`src/rtl/regfile_pkg.sv`:
```
// Shared definitions for the multi-port register file.
// Default sizes and clear-engine state encoding.
package regfile_pkg;

   localparam int RF_XLEN  = 32;
   localparam int RF_NREGS = 32;

   typedef enum logic {
      RF_INIT = 1'b0,
      RF_RUN  = 1'b1
   } rf_state_t;

endpackage

```
`src/rtl/regfile_scoreboard.sv`:
```
// Per-register busy vector for RAW hazard detection.
// Lookups see a same-cycle writeback clear; allocs show next cycle.
module regfile_scoreboard
   import regfile_pkg::*;
#(
   parameter  int NREGS = RF_NREGS,
   parameter  int NRD   = 2,
   localparam int AW    = $clog2(NREGS)
) (
   input  logic              i_clk,
   input  logic              i_reset,
   input  logic              i_flush,
   input  logic              i_clr_en,
   input  logic [AW-1:0]     i_clr_addr,
   input  logic              i_set_en,
   input  logic [AW-1:0]     i_set_addr,
   input  logic [NRD*AW-1:0] i_rd_addr,
   output logic [NRD-1:0]    o_busy
);

   logic [NREGS-1:0] busy_q;
   logic [NREGS-1:0] busy_d;
   logic [AW-1:0]    ra;

   // Priority: flush, then writeback clear, then alloc set.
   always_comb begin
      busy_d = busy_q;
      if (i_flush) busy_d = '0;
      if (i_clr_en) busy_d[i_clr_addr] = 1'b0;
      if (i_set_en) busy_d[i_set_addr] = 1'b1;
      busy_d[0] = 1'b0;
   end

   always_ff @(posedge i_clk) begin
      if (i_reset) busy_q <= '0;
      else         busy_q <= busy_d;
   end

   always_comb begin
      ra     = '0;
      o_busy = '0;
      for (int k = 0; k < NRD; k++) begin
         ra = i_rd_addr[k*AW +: AW];
         if (i_clr_en && (i_clr_addr == ra)) o_busy[k] = 1'b0;
         else                                o_busy[k] = busy_q[ra];
      end
   end

endmodule

```
`src/rtl/regfile_mp_sb.sv`:
```
// N-read/1-write register file with write-through bypass,
// busy scoreboard and a post-reset clear engine.
module regfile_mp_sb
   import regfile_pkg::*;
#(
   parameter  int XLEN  = RF_XLEN,
   parameter  int NREGS = RF_NREGS,
   parameter  int NRD   = 2,
   localparam int AW    = $clog2(NREGS)
) (
   input  logic                i_clk,
   input  logic                i_reset,
   input  logic [NRD*AW-1:0]   i_rs_addr,
   output logic [NRD*XLEN-1:0] o_rs_data,
   output logic [NRD-1:0]      o_rs_busy,
   input  logic                i_wr_en,
   input  logic [AW-1:0]       i_wr_addr,
   input  logic [XLEN-1:0]     i_wr_data,
   input  logic                i_alloc_en,
   input  logic [AW-1:0]       i_alloc_addr,
   input  logic                i_flush,
   output logic                o_ready
);

   rf_state_t       state_q;
   logic [AW-1:0]   cnt_q;
   logic            run;
   logic            wr_ok;
   logic [XLEN-1:0] regs [NREGS];
   logic [NRD-1:0]  sb_busy;
   logic [AW-1:0]   ra;

   assign run     = (state_q == RF_RUN);
   assign o_ready = run;
   assign wr_ok   = run && i_wr_en && (i_wr_addr != '0);

   // Clear engine: r1..r(NREGS-1), leaving INIT on the last write.
   always_ff @(posedge i_clk) begin
      if (i_reset) begin
         state_q <= RF_INIT;
         cnt_q   <= AW'(1);
      end else if (state_q == RF_INIT) begin
         cnt_q <= cnt_q + AW'(1);
         if (cnt_q == AW'(NREGS - 1)) state_q <= RF_RUN;
      end
   end

   always_ff @(posedge i_clk) begin
      if (!run)       regs[cnt_q]     <= '0;
      else if (wr_ok) regs[i_wr_addr] <= i_wr_data;
   end

   regfile_scoreboard #(
      .NREGS (NREGS),
      .NRD   (NRD)
   ) u_sb (
      .i_clk      (i_clk),
      .i_reset    (i_reset),
      .i_flush    (run && i_flush),
      .i_clr_en   (wr_ok),
      .i_clr_addr (i_wr_addr),
      .i_set_en   (run && i_alloc_en),
      .i_set_addr (i_alloc_addr),
      .i_rd_addr  (i_rs_addr),
      .o_busy     (sb_busy)
   );

   assign o_rs_busy = run ? sb_busy : '1;

   always_comb begin
      ra        = '0;
      o_rs_data = '0;
      for (int k = 0; k < NRD; k++) begin
         ra = i_rs_addr[k*AW +: AW];
         if (run && (ra != '0)) begin
            if (wr_ok && (i_wr_addr == ra))
               o_rs_data[k*XLEN +: XLEN] = i_wr_data;
            else
               o_rs_data[k*XLEN +: XLEN] = regs[ra];
         end
      end
   end

endmodule

```
`config.mk`:
```
export PLATFORM = sky130hd
export DESIGN_NAME = regfile_mp_sb
export DESIGN_NICKNAME = d
export VERILOG_FILES = /design/src/rtl/regfile_pkg.sv /design/src/rtl/regfile_scoreboard.sv /design/src/rtl/regfile_mp_sb.sv
export SDC_FILE = /design/constraint.sdc
export NUM_CORES = 1
export LEC_CHECK = 0
export ABC_AREA = 1
export ABC_CLOCK_PERIOD_IN_PS = 8500
export CORE_AREA = 5 5 330 574
export DETAILED_ROUTE_END_ITERATION = 6
export DIE_AREA = 0 0 335 579
export MAX_ROUTING_LAYER = met4
export PLACE_DENSITY_LB_ADDON = 0.1
export RECOVER_POWER = 25
export SLEW_MARGIN = 10
export SYNTH_ARGS = -nofsm -noshare
export SYNTH_HDL_FRONTEND = slang
export SYNTH_SLANG_ARGS = --single-unit
```
`constraint.sdc`:
```
create_clock -name i_clk -period 8.5 [get_ports i_clk]
set_clock_uncertainty 0.1 [all_clocks]
set_input_delay 1.7 -clock i_clk [delete_from_list [all_inputs] [get_ports i_clk]]
set_output_delay 1.7 -clock i_clk [all_outputs]
set_load 0.01 [all_outputs]
```
; ---- Word-level counts from Yosys, hierarchy flattened
; Memories as Yosys holds them, arrays and structs flattened.
; Cells that the tools add are included.
[op_classes]
add_sub_neg = 1
magnitude_cmp = 6
eq_ne = 3
mux = 27
bitwise = 3
n_reduce_logical = 14
[op_table]
columns = cell, n
row1 = $mux W32, 8
row2 = $and A32 B32 Y32, 1
row3 = $not A32 Y32, 1
row4 = $or A32 B32 Y32, 1
row5 = $reduce_or A32 Y1, 1
row6 = $lt A5 B6 Y1 const B, 4
row7 = $reduce_bool A5 Y1, 3
row8 = $mux W1, 13
row9 = $bmux W1 S5, 2
row10 = $demux W1 S5, 2
row11 = $eq A5 B5 Y1, 2
row12 = $ge A5 B1 Y1 const B, 2
row13 = $logic_and A1 B1 Y1, 10
row14 = $add A5 B1 Y5 const B, 1
row15 = $eq A5 B5 Y1 const B, 1
row16 = $mux W5, 1
row17 = $mux W2, 1
[word_totals]
ff_bits = 38
mem_bits_rw = 1024
in_bits = 57
out_inout_bits = 67
wordCells = 59
n_memories = 1
[memory_table]
columns = memory, depth, word_bits, read_ports, rd_clocked_by_memory_dff, wr, line
row1 = regs, 32, 32, 2, 0, 1, regfile_mp_sb.sv:29  ; logic [XLEN-1:0] regs [NREGS];

; ---- Longest topological paths before layout
[depth]
depth_word = 9
depth_mapped = 13

; ---- Hierarchy
; Synthesis repeated with hierarchy kept, for this count alone.
[hier_totals]
cells_unflattened = 7265
hier_area_um2 = 57662.8
[by_module_without_submodules]
columns = module, instances, cells_each, area_each_um2
row1 = regfile_mp_sb, 1, 6906, 55484.5
row2 = regfile_scoreboard, 1, 359, 2178.3

; ---- Worst setup path before layout
; No wires, ideal clock.
[synth_path]
path_kind = input to output
startpoint = in i_rs_addr[9]
endpoint = out o_rs_data[62]
arrival_ns = 2.925
required_ns = 6.700
setup_slack_ns = 3.775
cell_stages = 6
n_path_buf = 2
cell_sequence = clkbuf_1 xor2_1 nor3_2 nand2_1 buf_2 a21oi_1
[synth_between]
elab_chain_len = 4
[synth_rtl]
columns = item, line
row1 = "start, declared", regfile_mp_sb.sv:13  ; input logic [NRD*AW-1:0] i_rs_addr,
row2 = "parallel branches: the longest is 3 deep, another holds $mem_v2 Z32 W32", -
row3 = $mux W32 *, regfile_mp_sb.sv:75  ; if (run && (ra != '0)) begin
row4 = "end, declared", regfile_mp_sb.sv:14  ; output logic [NRD*XLEN-1:0] o_rs_data,
; Mark *: on every way between the ends.

; ---- Worst setup path after layout
[layout_path]
startpoint = in i_wr_addr[4]
endpoint = out o_rs_data[52]
[layout_between]
elab_chain_len = 5
[layout_rtl]
columns = item, line
row1 = "start, declared", regfile_mp_sb.sv:17  ; input logic [AW-1:0] i_wr_addr,
row2 = $reduce_bool A5 Y1, regfile_mp_sb.sv:35  ; assign wr_ok = run && i_wr_en && (i_wr_addr != '0);
row3 = $logic_and A1 B1 Y1, regfile_mp_sb.sv:35
row4 = $logic_and A1 B1 Y1 *, regfile_mp_sb.sv:76  ; if (wr_ok && (i_wr_addr == ra))
row5 = $mux W32 *, regfile_mp_sb.sv:76
row6 = $mux W32 *, regfile_mp_sb.sv:75
; Every way passes the cells marked *; elsewhere a longest branch is shown, timed or not.

==> flow_metrics.py <==
metrics = {
    "worst_setup_path": {
        "required_ns": 6.70,
        "worstSetupStartpoint": "i_wr_addr[4]",
        "cp_cell_sequence": "dlygate4sd3_1, nor3_1, nand2_1, nand2_4, clkinvlp_2, nand2_4, buf_4, nand3_1, nand2_1, inv_1, clkdlybuf4s50_1",
        "worstReg2RegStart": "o_ready",
        "cp_max_fo": 23,
        "critPathMaxStageDelay_ns": 0.68,
        "crit_buf_inv": 5,
        "end_kind": "output port",
        "crit_slowest_cell": "dlygate4sd3_1",
        "crit_type": "primary input to output port",
        "cp-start-kind": "primary input",
        "worstPathArrival_ns": 5.65,
        "cp_top_family": "buffers and inverters",
    },
    "sta": {
        "setup_viol": 0,
        "final-hold-violation-count": 0,
        "relSlewSlack_pct": -34.5,
        "period_share_pct": 87.6,
        "rsz0062_at_grt": "false",
        "tightestPinTransition_ns": 2.01,
        "drv_slew": 332,
        "clock.fmax_mhz": 134,
        "hold_ws_ns": 0.381,
        "setup_tns_ns": 0,
        "finalCriticalPeriod_ns": 7.45,
    },
    "cts": {
        "cts_htree_levels": 3,
        "cts_setup_buffers": 0,
        "tritoncts": "built",
        "cts_hold_buf": 0,
        "cts_resized": 0,
        "numCtsBuffers": 107,
        "clk_pin_slew_ns": 0.06,
        "clock_latency_ns": 0.73,
        "clockBufferDepth": 3,
        "clock_sinks": 1061,
        "cts_root_buf": "clkbuf_16",
    },
    "global_route": {
        "grt_use_total_pct": 26.2,
        "grt_pass1_wl_um": 354000,
        "grt.overflow.total": 0,
        "grt_pass1_vias": 46469,
        "antenna_found_initial": 8,
        "grt_max_degree": 194,
    },
    "placed_design": {
        "place.detailed.hpwl_um": 147000,
        "port_buffers": 123,
        "finalWeightedCongestion": 0.853,
        "place_area_um2": 58800,
    },
    "die": {
        "fp.dieH_um": 579,
        "pin_count": 124,
        "row_count": 209,
        "chipWidth_um": 335,
        "start_util_pct": 29.7,
        "design.core.area_um2": 185000,
        "dieArea_um2": 194000,
    },
    "finish": {
        "drive_above_1_share_pct": 5.66,
        "final_nets": 6409,
        "final_core_util_pct": 33.6,
        "fin_area_um2": 62000,
        "area_growth_pct": 13.1,
    },
    "synthesis": {
        "synth_area_per_cell_um2": 8.53,
        "syn_nets": 6485,
        "ys_seq_area_share_pct": 57.4,
        "yosysMostFrequentCell": "nand2_1",
        "ys_types": 31,
        "synth.largest_area_cell": "edfxtp_1",
        "synth_top_area_share_pct": 56.1,
        "synth_common_cells": "nand2_1, nand3_1, edfxtp_1, inv_1, o21ai_0",
        "synth_area_leaders": "edfxtp_1, nand2_1, nand3_1",
        "syn_area_um2": 54800,
        "synth-seq-cells": 1061,
        "ys_warn_count": 0,
        "synthCells": 6426,
        "synth_edf_count": 1024,
        "synth_flop_cell": "edfxtp_1",
        "synth-async-reset-ratio_pct": 0,
    },
    "power_and_ir_drop": {
        "p_leak_nw": 24.5,
        "p_sw_mw": 3.23,
        "p_int_mw": 8.61,
        "combPwrFrac_pct": 11.6,
        "clockPowerShare_pct": 39.6,
        "p_seq_share_pct": 48.8,
        "swShare_pct": 27.3,
        "ir_worst_vdd_v": 0.000162,
        "powerDensity_nw_per_um2": 191,
    },
    "detailed_routing": {
        "drtAntennaViolNets": 0,
        "routed_via_density": 5.41,
        "drc": 0,
        "wl_um": 255000,
        "drt_iter0_markers": 4589,
        "wl_per_cell_um": 28.7,
        "firstDrtPassIters": 6,
        "vias": 47994,
    },
    "min_path": {
        "min-delay-start": "cnt_q[4]",
        "hold_path.class": "register to register",
    },
    "run_status": {
        "violations": "max-capacitance violations, max-slew violations",
        "status": "finished, violations left",
    },
    "job": {
        "maxCapViolCount": 10,
    },
}
==> state kept, by name, summed over array words and instances, names as in the netlist <==
register,cells
cnt_q,5
u_sb.busy_q,31
o_ready,1
regs,1024
==> tightest hold or removal path, delay by kind of cell, from the launching register on <==
family | cells | cell delay (ns)
AO/OA/AOI/OAI | 1 | 0.06
buffers and inverters | 1 | 0.06
flip-flops | 1 | 0.31
==> cell families (layout without fill, tap and decap cells) <==
group | Yosys count | in the layout | share of synthesized area [%]
simple gates | 3795 | 3795 | 29.3
compound gates | 708 | 708 | 6.55
other cells | 0 | 9 | 0
buf+inv | 854 | 857 | 6.61
flops | 1061 | 1061 | 57.4
fa+ha+maj | 2 | 2 | 0.0456
xor+xnor | 6 | 6 | 0.0959
==> cell type report <==
cell class / instances / area (um^2)
tap: 2426 / 3040
sequential: 1061 / 31500
timing repair buffer: 275 / 2660
fill: 19119 / 123000
clock buffer: 133 / 2840
inverter: 394 / 1520
clock inverter: 55 / 439
multi-input combinational: 4511 / 20000
antenna: 9 / 22.5
==> cell usage in the layout (no fill, tap or decap), drive strengths merged, types with 44 or more instances in the layout <==
| master | n |
|---|---|
| clkdlybuf4s50 | 110 |
| a21oi | 300 |
| clkinv | 44 |
| nand3 | 1358 |
| inv | 395 |
| edfxtp | 1024 |
| o21ai | 395 |
| clkbuf | 151 |
| nor2 | 87 |
| buf | 144 |
| nand2 | 2328 |
==> power groups by stage <==
stage | sequential (mW) | clock, mW | combinational (mW)
2_1_floorplan | 5.88 | 0 | 0.754
3_3_place_gp | 5.88 | 0 | 1.37
3_5_place_dp | 5.89 | 0 | 1.37
4_1_cts | 5.77 | 4.78 | 1.37
5_1_grt | 5.78 | 4.97 | 1.47
6_report | 5.77 | 4.68 | 1.37
==> routing by layer <==
metal	vias up	track usage, %	routed length [um]
li1	21588	-	-
met1	23911	31.5	101000
met2	1967	44.1	125000
met3	528	3.26	15300
met4	0	12.0	13500
met5	-	-	0
==> worst paths after layout <==
path,end,slack (ns),cells after the start
worst max register to register,regs[26][2],3.83,7
worst min-delay path,cnt_q[4],0.38,2
worst min register to register,cnt_q[4],0.38,2
worst max-delay path,o_rs_data[52],1.05,11
==> metrics by stage <==
step / std cells / total power, mW / setup slack, ns
after floorplan: 6426 / 6.63 / 3.77
after global placement: 8666 / 7.26 / 1.55
after detailed placement: 8667 / 7.25 / 1.51
after CTS: 8855 / 11.9 / 1.50
after global routing: 8861 / 12.2 / 0.942
final: 8864 / 11.8 / 1.05
Note: power is estimated with default switching activity, not from simulation.
